## src/rtl/pw_meter_pkg.sv

```systemverilog
// rtl/pw_meter_pkg.sv - shared widths, limits and FSM encoding for the pulse-width meter
package pw_meter_pkg;

  localparam int W_NT = 16;
  localparam int W_Q  = 11;

  localparam logic [W_Q-1:0] Q_MAX = {W_Q{1'b1}};

  typedef enum logic {
    IDLE = 1'b0,
    MEAS = 1'b1
  } state_t;

  // A divide-by-zero request behaves as divide-by-one.
  function automatic logic [W_NT-1:0] clamp_n(input logic [W_NT-1:0] nt);
    return (nt == '0) ? W_NT'(1) : nt;
  endfunction

endpackage

```

## src/rtl/pw_prescaler.sv

```systemverilog
// rtl/pw_prescaler.sv - divide-by-N prescaler; clr restarts the count with the current cycle as count 1
module pw_prescaler
  import pw_meter_pkg::*;
#(
  parameter int WIDTH = W_NT
) (
  input  logic             clk,
  input  logic             rst_n,
  input  logic             clr,
  input  logic             en,
  input  logic [WIDTH-1:0] n,
  output logic             tick
);

  localparam logic [WIDTH-1:0] ONE = WIDTH'(1);

  logic [WIDTH-1:0] cnt;
  logic [WIDTH-1:0] base;

  // clr folds into the same cycle so the starting cycle is itself counted.
  always_comb begin
    base = clr ? '0 : cnt;
    tick = en && (base == (n - ONE));
  end

  always_ff @(posedge clk or negedge rst_n) begin
    if (!rst_n) begin
      cnt <= '0;
    end else if (en) begin
      cnt <= tick ? '0 : (base + ONE);
    end else if (clr) begin
      cnt <= '0;
    end
  end

endmodule

```

## src/rtl/pw_meter.sv

```systemverilog
// rtl/pw_meter.sv - pulse-width meter: counts high time of pw_in in units of NTclk clocks
module pw_meter
  import pw_meter_pkg::*;
(
  input  logic            clk,
  input  logic            rst_n,
  input  logic            pw_in,
  input  logic [W_NT-1:0] NTclk,
  output logic [W_Q-1:0]  q,
  output logic            done,
  output logic            ovf,
  output logic            busy,
  output logic            ceo
);

  logic       s1;
  logic       pw_s;
  logic       pw_d;
  logic [1:0] sync_vld;
  logic       armed;
  logic       rise;

  // sync_vld keeps the reset value of the synchronizer from looking like a real low level,
  // so a pulse already high when reset releases is not accepted.
  always_ff @(posedge clk or negedge rst_n) begin
    if (!rst_n) begin
      s1       <= 1'b0;
      pw_s     <= 1'b0;
      pw_d     <= 1'b0;
      sync_vld <= 2'b00;
      armed    <= 1'b0;
    end else begin
      s1       <= pw_in;
      pw_s     <= s1;
      pw_d     <= pw_s;
      sync_vld <= {sync_vld[0], 1'b1};
      if (sync_vld[1] && !pw_s) begin
        armed <= 1'b1;
      end
    end
  end

  assign rise = pw_s && !pw_d && armed;

  state_t          state;
  state_t          state_nxt;
  logic            pre_clr;
  logic            pre_en;
  logic            finish;
  logic            tick;
  logic [W_NT-1:0] n_lat;
  logic [W_NT-1:0] n_eff;
  logic [W_Q-1:0]  cnt;

  always_comb begin
    state_nxt = state;
    pre_clr   = 1'b0;
    pre_en    = 1'b0;
    finish    = 1'b0;
    case (state)
      IDLE: begin
        if (rise) begin
          state_nxt = MEAS;
          pre_clr   = 1'b1;
          pre_en    = 1'b1;
        end
      end
      MEAS: begin
        if (pw_s) begin
          pre_en = 1'b1;
        end else begin
          finish    = 1'b1;
          state_nxt = IDLE;
        end
      end
      default: state_nxt = IDLE;
    endcase
  end

  always_ff @(posedge clk or negedge rst_n) begin
    if (!rst_n) begin
      state <= IDLE;
    end else begin
      state <= state_nxt;
    end
  end

  // The divisor is taken live on the rise cycle and frozen for the rest of the pulse.
  assign n_eff = (state == IDLE) ? clamp_n(NTclk) : n_lat;

  pw_prescaler #(
    .WIDTH(W_NT)
  ) u_presc (
    .clk  (clk),
    .rst_n(rst_n),
    .clr  (pre_clr),
    .en   (pre_en),
    .n    (n_eff),
    .tick (tick)
  );

  always_ff @(posedge clk or negedge rst_n) begin
    if (!rst_n) begin
      n_lat <= W_NT'(1);
      cnt   <= '0;
    end else if (pre_clr) begin
      n_lat <= n_eff;
      cnt   <= {{(W_Q-1){1'b0}}, tick};
    end else if (tick && (cnt != Q_MAX)) begin
      cnt <= cnt + W_Q'(1);
    end
  end

  always_ff @(posedge clk or negedge rst_n) begin
    if (!rst_n) begin
      q    <= '0;
      ovf  <= 1'b0;
      done <= 1'b0;
    end else begin
      done <= finish;
      if (finish) begin
        q   <= cnt;
        ovf <= (cnt == Q_MAX);
      end
    end
  end

  assign busy = (state == MEAS);
  assign ceo  = tick;

endmodule

```

## config.mk

```make
export PLATFORM = sky130hd
export DESIGN_NAME = pw_meter
export DESIGN_NICKNAME = d
export VERILOG_FILES = /design/src/rtl/pw_meter_pkg.sv /design/src/rtl/pw_prescaler.sv /design/src/rtl/pw_meter.sv
export SDC_FILE = /design/constraint.sdc
export NUM_CORES = 1
export LEC_CHECK = 0
export CAP_MARGIN = 40
export CORE_ASPECT_RATIO = 1.4
export CORE_MARGIN = 1.5
export CORE_UTILIZATION = 52
export CTS_BUF_LIST = sky130_fd_sc_hd__clkbuf_2
export CTS_CLUSTER_SIZE = 8
export DETAILED_ROUTE_END_ITERATION = 10
export PLACE_DENSITY_LB_ADDON = 0.1
export REMOVE_ABC_BUFFERS = 1
export SYNTH_ARGS = -nofsm -noshare
export SYNTH_HDL_FRONTEND = slang
export SYNTH_SLANG_ARGS = --single-unit
```

## constraint.sdc

```tcl
create_clock -name clk -period 7.7 [get_ports clk]
set_input_delay 1.54 -clock clk [delete_from_list [all_inputs] [get_ports clk]]
set_output_delay 1.54 -clock clk [all_outputs]
set_load 0.01 [all_outputs]
```

==> flow_metrics.env <==
export IMPL_status="finished clean"
export IMPL_fin_setup_tns_ps=0
export IMPL_clock_latency_ps=490
export IMPL_ir_drop_v=0.000104
export IMPL_rsz0062_at_grt="no"
export IMPL_fin_crit_ps=6930
export IMPL_path_max_fanout=17
export IMPL_fmax_ghz=0.144
export IMPL_synth_compound_area_frac=0.126
export IMPL_cts_tree="done"
export IMPL_grt_overflow_total=0
export IMPL_initial_core_util=0.543
export IMPL_seq_area_um2=1580
export IMPL_n_fill_cell=632
export IMPL_track_usage=0.239
export IMPL_ys_seq_elements=63
export IMPL_synth_edf_count=0
export IMPL_dr_max_layer_used="met4"
export IMPL_postSynthCellCount=419
export IMPL_antenna_found_initial=0
export IMPL_cts_repair_resized=0
export IMPL_hold_viol_final=0
export IMPL_wl_met2_um=4480
export IMPL_wl_met3_um=298
export IMPL_synth_cell_types=62
export IMPL_ys_async_sr_fraction=1.00
export IMPL_drt_iter0_markers=178
export IMPL_hold_buffers=0
export IMPL_synth_top_family_by_area="simple AND/OR/NAND/NOR gates"
export IMPL_slew_limit_headroom=0.465
export IMPL_final_layout_size_suffix_gt1_frac=0.0996
export IMPL_cap_violations=0
export IMPL_die_h_um=104
export IMPL_setup_ws_ps=773
export IMPL_ant_nets=0
export IMPL_leakagePower_nw=1.82
export IMPL_synth_fa_ha_area_frac=0.00985
export IMPL_wl_per_cell_um=15.7
export IMPL_finalMaxSlewViolations=0
export IMPL_post_place_ws_ps=885
export IMPL_post_dp_hpwl_um=6140
export IMPL_synth_top_area_cell="dfrtp_1"
export IMPL_cts_num_sinks=63
export IMPL_hold_class="reg -> reg"
export IMPL_wl_met1_um=3680
export IMPL_worstPathArrival_ps=5390
export IMPL_vias=3082
export IMPL_core_area_um2=7030
export IMPL_clkTransAtPathRegs_ps=180
export IMPL_ys_seq_area_frac=0.414
export IMPL_vias_per_cell=5.63
export IMPL_synth_area_mux_share=0.0610
export IMPL_postCtsSetupBuffers=0
export IMPL_avgSynthCellArea_um2=9.10
export IMPL_finalCritPeriodShare=0.900
export IMPL_max_clock_path_buffers=2
export IMPL_yosys_top_cells_area="dfrtp_1 41%, nand2_1 7.8%, xor2_1 4.6%"
export IMPL_critPathKind="in -> out"
export IMPL_numPortBuffers=33
export IMPL_power_uw=770
export IMPL_antenna_cells=0
export IMPL_grt_pass1_wl_um=14400
export IMPL_yosysWarnings=0
export IMPL_place_congestion=0.816
export IMPL_ios=34
export IMPL_drt_total_wl_um=8620
export IMPL_utilization=0.613
export IMPL_die_area_um2=7860
export IMPL_synthToLayoutAreaGrowth_pct=13.0
export IMPL_synth_xor_area_frac=0.0899
export IMPL_cp_start_kind="primary input"
export IMPL_die_width_um=75.4
export IMPL_clock_skew_ps=12.8
export IMPL_synthesis_area_um2=3810
export IMPL_grt_pass1_vias=3100
export IMPL_finalSetupViolations=0
export IMPL_rows=36
export IMPL_synth_top_area_frac=0.407
export IMPL_drc=0
export IMPL_dr_pass1_iters=4
export IMPL_synthFlopType="dfrtp_1"
export IMPL_grt_max_degree=64
export IMPL_tightest_slew_ps=803
export IMPL_h_tree_depth=3
export IMPL_multiInputGateArea_um2=2090
export IMPL_worst_setup_path_end_kind="primary output"
export IMPL_finalNetCount=469
export IMPL_cts_root_buf="clkbuf_2"
export IMPL_yosys_area_share_simple=0.257
export IMPL_p_per_area_nw_per_um2=179
export IMPL_required_ps=6160
export IMPL_numCtsBuffers=9
## routing by layer
metal,global-route usage,up-vias
met5,0,-
met4,0.102,0
met3,0.0562,12
met2,0.393,60
met1,0.292,1481
li1,-,1529
## stage by stage
step | hold WS [ps] | instances | area, um^2
2_1_floorplan | 331 | 398 | 3690
3_3_place_gp | 331 | 531 | 4190
3_5_place_dp | 337 | 531 | 4190
4_1_cts | 379 | 547 | 4310
5_1_grt | 386 | 547 | 4310
6_report | 374 | 547 | 4310
## power by group
group	internal, mW	switching (mW)	leakage [nW]
Combinational	0.0770	0.0986	0.931
Clock	0.0745	0.128	0.0618
Sequential	0.358	0.0344	0.823
## cells in the final DEF, fill, tap and decap left out, types with 4 or more instances in the layout
master	n
o22ai_1	4
clkbuf_2	9
nor3_1	15
nand2_1	79
nor2_1	37
dfrtp_1	61
or3_1	4
mux2_2	10
xnor2_1	16
a21oi_1	9
nand4_1	7
nor3b_1	6
clkdlybuf4s50_1	32
xor2_1	20
nor4_1	7
and3_1	5
inv_1	9
o21ai_0	11
buf_4	5
o31a_1	5
mux2i_1	12
o21ai_1	6
nand3_1	16
## worst max-delay path, cell delays in order
cell and delay, ps:
clkdlybuf4s50_1 500, nor3_1 360, nand3_1 140, o31a_1 410, ha_1 320, o21ai_1 210, xnor2_1 190, nor4b_1 340
a311oi_1 110, nor3_2 300, and3_1 200, buf_4 210, clkdlybuf4s50_1 560
## registers in the layout (all words and copies together), names as in the netlist, 2 cells and up
signal / flops
n_lat: 16
u_presc.cnt: 16
cnt: 11
q: 11
sync_vld: 2
## synthesized netlist by cell type (6+ instances only)
| library cell | count |
|---|---|
| a21oi_1 | 9 |
| buf_2 | 6 |
| clkbuf_1 | 6 |
| dfrtp_1 | 62 |
| inv_1 | 9 |
| mux2_2 | 10 |
| mux2i_1 | 12 |
| nand2_1 | 79 |
| nand3_1 | 16 |
| nand4_1 | 7 |
| nor2_1 | 37 |
| nor3_1 | 15 |
| nor3b_1 | 6 |
| nor4_1 | 7 |
| o21ai_0 | 11 |
| o21ai_1 | 6 |
| xnor2_1 | 16 |
| xor2_1 | 20 |
## final cells by class
type | count | share of cell area
Clock buffer | 9 | 0.0105
Clock inverter | 7 | 0.0171
Inverter | 10 | 0.00871
Multi-Input combinational cell | 325 | 0.485
Sequential cell | 63 | 0.366
Tap cell | 95 | 0.0276
Timing Repair Buffer | 38 | 0.0842
## logic make-up (layout without fill, tap and decap cells)
group,Yosys count,count (layout)
adder cells (fa/ha/maj),3,3
other,1,1
AO/OA/AOI/OAI,64,64
flip-flops,63,63
XOR/XNOR,37,37
buffers and inverters,31,64
multiplexers,22,22
AND/OR/NAND/NOR,198,198
## worst paths after layout
path,startpoint,endpoint,slack (ps),cells after the start
max in group asynchronous,rst_n,busy$_DFF_PN0_,5940,2
min in group asynchronous,rst_n,n_lat[10]$_DFFE_PN0P_,1170,2
worst max register to register,busy$_DFF_PN0_,u_presc.cnt[6]$_DFF_PN0_,3440,13
worst max-delay path,NTclk[11],ceo,770,13
worst min register to register,s1$_DFF_PN0_,pw_s$_DFF_PN0_,370,0
worst min-delay path,s1$_DFF_PN0_,pw_s$_DFF_PN0_,370,0
No activity file was read; power rests on OpenSTA's default activity.
